--- config.mk ---
export PLATFORM = sky130hd
export DESIGN_NAME = fetch_pc_unit
export DESIGN_NICKNAME = d
export VERILOG_FILES = /design/src/rtl/fetch_pc_unit.sv
export SDC_FILE = /design/constraint.sdc
export NUM_CORES = 1
export LEC_CHECK = 0
export ABC_AREA = 1
export CORE_MARGIN = 2
export CORE_UTILIZATION = 36
export DETAILED_ROUTE_END_ITERATION = 10
export GPL_TIMING_DRIVEN = 0
export SYNTH_ARGS = -nofsm -noshare
export SYNTH_HDL_FRONTEND = slang
export SYNTH_SLANG_ARGS = --single-unit
--- constraint.sdc ---
create_clock -name clk -period 2 [get_ports clk]
set_input_delay 0.3 -clock clk [delete_from_list [all_inputs] [get_ports clk]]
set_output_delay 0.3 -clock clk [all_outputs]
set_load 0.05 [all_outputs]
--- src/rtl/fetch_pc_unit.sv ---
`default_nettype none
// ============================================================================
// Module   : fetch_pc_unit
// Purpose  : IF stage: owns the PC, fetches over req/ack, feeds IF/ID, applies
//            ID redirects. Optional macro FETCH_MISALIGN_EN adds fetch_fault.
// Revision : 1.0 - initial release
// ============================================================================
module fetch_pc_unit #(
  parameter logic [31:0] RESET_PC = 32'h0000_3000,
  parameter logic [31:0] PC_STEP  = 32'd4
) (
  input  logic        clk,
  input  logic        reset,
  output logic        imem_req,
  output logic [31:0] imem_addr,
  input  logic        imem_ack,
  input  logic [31:0] imem_rdata,
  input  logic        stallD,
  input  logic        redirect_valid,
  input  logic [31:0] redirect_pc,
  output logic [31:0] instrD,
  output logic [31:0] PCplus4D,
`ifdef FETCH_MISALIGN_EN
  output logic        fetch_fault,
`endif
  output logic        validD
);

  typedef enum logic [1:0] {
    S_REQ   = 2'd0,
    S_HOLD  = 2'd1,
    S_GAP   = 2'd2,
    S_FAULT = 2'd3
  } state_t;

  state_t      state_q, state_d;
  logic [31:0] pc_q, pc_d;
  logic        kill_q, kill_d;
  logic [31:0] kill_addr_q, kill_addr_d;
  logic [31:0] skid_q, skid_d;
  logic [31:0] instr_q, instr_d;
  logic [31:0] pcplus4_q, pcplus4_d;
  logic        valid_q, valid_d;
`ifdef FETCH_MISALIGN_EN
  logic        fault_q, fault_d;
`endif

  logic        w_req;
  logic        w_ack_live;
  logic [31:0] w_pc_inc;
  logic [31:0] w_target;
  logic        w_misaligned;

  // While a killed request is outstanding the old address must stay on the bus.
  assign w_req      = reset && (state_q == S_REQ);
  assign w_ack_live = w_req && imem_ack;
  assign w_pc_inc   = pc_q + PC_STEP;
  assign imem_req   = w_req;
  assign imem_addr  = kill_q ? kill_addr_q : pc_q;
  assign instrD     = instr_q;
  assign PCplus4D   = pcplus4_q;
  assign validD     = valid_q;

`ifdef FETCH_MISALIGN_EN
  assign w_target     = redirect_pc;
  assign w_misaligned = (redirect_pc[1:0] != 2'b00);
  assign fetch_fault  = fault_q;
`else
  assign w_target     = redirect_pc & ~32'h0000_0003;
  assign w_misaligned = 1'b0;
`endif

  always_comb begin
    state_d     = state_q;
    pc_d        = pc_q;
    kill_d      = kill_q;
    kill_addr_d = kill_addr_q;
    skid_d      = skid_q;
    instr_d     = instr_q;
    pcplus4_d   = pcplus4_q;
    valid_d     = valid_q;
`ifdef FETCH_MISALIGN_EN
    fault_d     = fault_q;
`endif

    // ID consumes the current word whenever it is not stalled.
    if (!stallD) begin
      valid_d = 1'b0;
      instr_d = 32'h0;
    end

    case (state_q)
      S_REQ: begin
        if (w_ack_live) begin
          if (kill_q) begin
            kill_d  = 1'b0;
            state_d = S_GAP;
          end else if (!stallD || !valid_q) begin
            instr_d   = imem_rdata;
            pcplus4_d = w_pc_inc;
            valid_d   = 1'b1;
            pc_d      = w_pc_inc;
          end else begin
            skid_d  = imem_rdata;
            state_d = S_HOLD;
          end
        end
      end
      S_HOLD: begin
        if (!stallD) begin
          instr_d   = skid_q;
          pcplus4_d = w_pc_inc;
          valid_d   = 1'b1;
          pc_d      = w_pc_inc;
          state_d   = S_REQ;
        end
      end
      S_GAP: begin
        state_d = S_REQ;
      end
      default: begin
        valid_d = 1'b0;
        instr_d = 32'h0;
      end
    endcase

    if (redirect_valid && (state_q != S_FAULT)) begin
      valid_d = 1'b0;
      instr_d = 32'h0;
      pc_d    = w_target;
      state_d = S_REQ;
      if (w_req && !imem_ack) begin
        kill_d      = 1'b1;
        kill_addr_d = imem_addr;
      end else begin
        kill_d = 1'b0;
      end
      if (w_misaligned) begin
        kill_d  = 1'b0;
        state_d = S_FAULT;
`ifdef FETCH_MISALIGN_EN
        fault_d = 1'b1;
`endif
      end
    end
  end

  always_ff @(posedge clk) begin
    if (!reset) begin
      state_q     <= S_REQ;
      pc_q        <= RESET_PC;
      kill_q      <= 1'b0;
      kill_addr_q <= 32'h0;
      skid_q      <= 32'h0;
      instr_q     <= 32'h0;
      pcplus4_q   <= 32'h0;
      valid_q     <= 1'b0;
`ifdef FETCH_MISALIGN_EN
      fault_q     <= 1'b0;
`endif
    end else begin
      state_q     <= state_d;
      pc_q        <= pc_d;
      kill_q      <= kill_d;
      kill_addr_q <= kill_addr_d;
      skid_q      <= skid_d;
      instr_q     <= instr_d;
      pcplus4_q   <= pcplus4_d;
      valid_q     <= valid_d;
`ifdef FETCH_MISALIGN_EN
      fault_q     <= fault_d;
`endif
    end
  end

endmodule
`default_nettype wire
==> flow_results.xml <==
<?xml version="1.0" encoding="UTF-8"?>
<metrics>
  <group name="pwr">
    <metric name="total_leakage_power" unit="nW">4.068</metric>
    <metric name="internal_power_contribution" unit="mW">5.507</metric>
    <metric name="irDropWorstVdd" unit="uV">563.0</metric>
    <metric name="clockPowerShare" unit="%">40.3</metric>
    <metric name="design_power_total" unit="mW">7.911</metric>
    <metric name="comb_power_share" unit="%">17.1</metric>
    <metric name="pwr_density_cell" unit="mW/mm2">754.9</metric>
    <metric name="seqPwrFrac" unit="%">42.6</metric>
    <metric name="power_switching_share" unit="%">30.39</metric>
    <metric name="total_switching_power" unit="mW">2.404</metric>
  </group>
  <group name="drt">
    <metric name="detail-route-antenna-nets" unit="">0</metric>
    <metric name="drt-initial-drc-count" unit="">749</metric>
    <metric name="drc" unit="">0</metric>
    <metric name="firstDrtPassIters" unit="">5</metric>
    <metric name="drt_wl_total" unit="mm">27.64</metric>
    <metric name="wire_per_inst" unit="um">16.54</metric>
    <metric name="detailroute.via_count" unit="">8705</metric>
    <metric name="vias_per_cell" unit="">5.209</metric>
  </group>
  <group name="place">
    <metric name="buffer_ports.inserted" unit="">161</metric>
    <metric name="place_congestion" unit="">0.9347</metric>
    <metric name="placed_cell_area" unit="mm2">0.009766</metric>
    <metric name="dp_hpwl" unit="mm">20.49</metric>
  </group>
  <group name="global_routing">
    <metric name="grt_max_degree" unit="">17</metric>
    <metric name="grt_use_total" unit="%">24.05</metric>
    <metric name="first_global_vias" unit="">7924</metric>
    <metric name="antenna_violations_before_repair" unit="">0</metric>
    <metric name="residual_overflow_from_global_routing" unit="">0</metric>
    <metric name="grt_first_pass_wirelength" unit="mm">42.39</metric>
  </group>
  <group name="synthesis">
    <metric name="synthesis.area" unit="mm2">0.007806</metric>
    <metric name="synthCells" unit="">1199</metric>
    <metric name="yosys.area.top_type_share" unit="%">41.03</metric>
    <metric name="synth_cell_type_count" unit="">31</metric>
    <metric name="synthDominantAreaCellType" unit="">dfxtp_1</metric>
    <metric name="synth_enable_flop_cells" unit="">0</metric>
    <metric name="synth_sequential_area_ratio" unit="%">41.03</metric>
    <metric name="syn_avg_cell_area" unit="um2">6.511</metric>
    <metric name="synth_compound_gate_area_share" unit="%">18.22</metric>
    <metric name="synth-async-reset-ratio" unit="%">0</metric>
    <metric name="synth-adder-area-share" unit="%">0.8014</metric>
    <metric name="synth_top_family_by_area" unit="">simple AND/OR/NAND/NOR gates</metric>
    <metric name="netlist_top_cells_area" unit="">dfxtp_1 41%, nand2_1 17%, a21oi_1 9.8%, o21ai_0 7.1%, nor2_1 6.2%</metric>
    <metric name="synth_simple_gate_area_share" unit="%">31.00</metric>
    <metric name="yosys_warnings" unit="">0</metric>
    <metric name="ys.flop_type" unit="">dfxtp_1</metric>
    <metric name="postSynthRegisterBits" unit="">160</metric>
    <metric name="synthXorXnorAreaFrac" unit="%">1.010</metric>
    <metric name="yosys-mux-area-fraction" unit="%">0</metric>
  </group>
  <group name="critical_path">
    <metric name="timing_worst_setup_path_type" unit="">reg2out</metric>
    <metric name="worst_path_max_delay_cell" unit="">clkdlybuf4s50_1</metric>
    <metric name="cp_cell_sequence" unit="">clkdlybuf4s50_1</metric>
    <metric name="timing.reg2reg.worst_path_depth" unit="">10</metric>
    <metric name="critPathMaxFanout" unit="">2</metric>
    <metric name="number_of_gates_on_the_worst_path_with_buffers_counted" unit="">1</metric>
    <metric name="critPathArrivalTime" unit="ns">1.66</metric>
    <metric name="crit_path_max_incr_delay" unit="ns">0.83</metric>
    <metric name="critical_path.n_buffers_inverters" unit="">1</metric>
    <metric name="critical_path.startpoint_type" unit="">flop</metric>
    <metric name="critical-path-top-delay-family" unit="">buffers and inverters</metric>
    <metric name="sort_of_element_at_the_end_of_the_critical_path" unit="">primary output</metric>
    <metric name="crit_required" unit="ns">1.70</metric>
  </group>
  <group name="sta">
    <metric name="setup_total_negative_slack" unit="ns">0</metric>
    <metric name="final.setup_skew" unit="ns">0.01099</metric>
    <metric name="finalSetupViolations" unit="">0</metric>
    <metric name="post-route-period-util" unit="%">97.80</metric>
    <metric name="min_period" unit="ns">1.956</metric>
    <metric name="max_slew_margin" unit="%">53.41</metric>
    <metric name="grt_setup_unrepaired" unit="">true</metric>
    <metric name="worst_slew_pin_slew" unit="ns">0.6989</metric>
    <metric name="timing.final.hold_violations" unit="">0</metric>
    <metric name="timing.final.max_slew_violations" unit="">0</metric>
    <metric name="hold_ws" unit="ns">0.3702</metric>
    <metric name="max_freq" unit="MHz">511.2</metric>
  </group>
  <group name="status">
    <metric name="run_status" unit="">complete, no violations</metric>
  </group>
  <group name="layout">
    <metric name="final_design_instance_area_without_fill" unit="mm2">0.01048</metric>
    <metric name="num_antenna_cells" unit="">0</metric>
    <metric name="drive_above_1_share" unit="%">10.89</metric>
    <metric name="design.final.nets" unit="">1457</metric>
    <metric name="layout.core_utilization" unit="%">49.54</metric>
    <metric name="layout_commonest_cell" unit="">nand2_1</metric>
    <metric name="area.growth.synth_to_final" unit="%">34.24</metric>
    <metric name="most-common-layout-cells" unit="">361 x nand2_1, 160 x dfxtp_1, 152 x a21oi_1</metric>
  </group>
  <group name="clocking">
    <metric name="clock_tree_root_buffer_cell" unit="">clkbuf_16</metric>
    <metric name="clk-insertion-delay-late" unit="ns">0.44</metric>
    <metric name="cts.sinks" unit="">160</metric>
    <metric name="clock_tree.buffer_depth" unit="">2</metric>
    <metric name="cts_inserted_buffers" unit="">17</metric>
    <metric name="htree_levels" unit="">4</metric>
    <metric name="worst_setup_hold_path_clk_slew" unit="ns">0.07</metric>
    <metric name="cts_tree" unit="">done</metric>
  </group>
  <group name="floorplan">
    <metric name="die_height" unit="um">151.3</metric>
    <metric name="effective_utilization_at_floorplan" unit="%">36.90</metric>
    <metric name="chipWidth" unit="um">151.3</metric>
    <metric name="core_region_area" unit="mm2">0.02115</metric>
    <metric name="die_area" unit="mm2">0.02288</metric>
    <metric name="design.portCount" unit="">167</metric>
    <metric name="floorplan.rows" unit="">53</metric>
  </group>
  <group name="hold_path">
    <metric name="holdCritPathClass" unit="">in2reg</metric>
    <metric name="hold_depth" unit="">5</metric>
  </group>
  <group name="flow_run">
    <metric name="timing.max_cap.violations" unit="">0</metric>
  </group>
</metrics>
flip-flops by register name (all words and copies together), names as in the netlist:
signal	count
PCplus4D	30
instrD	32
kill_addr_q	32
kill_q	1
pc_q	30
skid_q	32
state_q	2
validD	1
cells in the mapped netlist (2+ instances only):
cell / number
a21oi_1: 153
nand3_1: 71
nand2_2: 2
o21ai_1: 17
buf_2: 24
inv_1: 63
or2_0: 3
nor2_2: 2
inv_2: 5
buf_4: 6
nand2_1: 362
buf_1: 6
nand4_1: 18
o21ai_0: 111
dfxtp_1: 160
nand3b_1: 2
ha_1: 5
xor2_1: 8
nand3_2: 2
and2_1: 2
nor2_1: 128
clkbuf_1: 40
metal layers:
layer  GRT usage (%)  wire [um]
met3           4.398       2106
met1           33.62      12620
met2           37.96      12390
met5               0          0
met4           6.682        533
kinds of logic after synthesis:
| family | Yosys count |
|---|---|
| adder cells (fa/ha/maj) | 5 |
| other | 1 |
| AND/OR/NAND/NOR | 594 |
| AO/OA/AOI/OAI | 283 |
| buffers and inverters | 147 |
| flip-flops | 160 |
| XOR/XNOR | 9 |
power by group through the flow:
stage          combinational [mW]  sequential (mW)  clock, mW
6_report                     1.35             3.37       3.18
5_1_grt                      1.45             3.38       3.37
4_1_cts                      1.30             3.37       3.23
3_5_place_dp                 1.30             3.44          0
3_3_place_gp                 1.30             3.44          0
2_1_floorplan               0.638             3.56          0
layout make-up:
type | count | area, um2
plain buffers | 77 | 431.7
repair inverters | 1 | 5.005
flip-flops and latches | 160 | 3203
multi-input cells | 893 | 4065
repair buffers | 163 | 1589
fillers | 2156 | 10680
clock inverters | 13 | 127.6
inverters | 70 | 270.3
clock buffers | 19 | 442.9
well taps | 275 | 344.1
per-stage QoR:
step                setup WS (ns)  instances
finish                    0.04391       1671
detailed placement        -0.4719       1636
global route             -0.01944       1671
global placement          -0.4964       1636
CTS                      -0.01020       1668
floorplan                 -0.1167       1200
path summary, 6_finish.rpt:
path | from | to | slack, ns
max reg2reg | state_q[0] | PCplus4D[9] | 0.12
min reg2reg | kill_addr_q[0] | kill_addr_q[0] | 0.45
max | validD | validD | 0.04
min | stallD | instrD[31] | 0.37
what timing repair did:
| action | 4_1_cts | 5_1_grt |
|---|---|---|
| buffers inserted | 0 | 2 |
| cloned | 0 | 1 |
| pin swaps | 0 | 2 |
| setup endpoints to repair | 41 | 173 |
| hold buffers | 0 | 0 |
| resized for setup | 227 | 101 |
No activity file was read; power rests on OpenSTA's default activity.
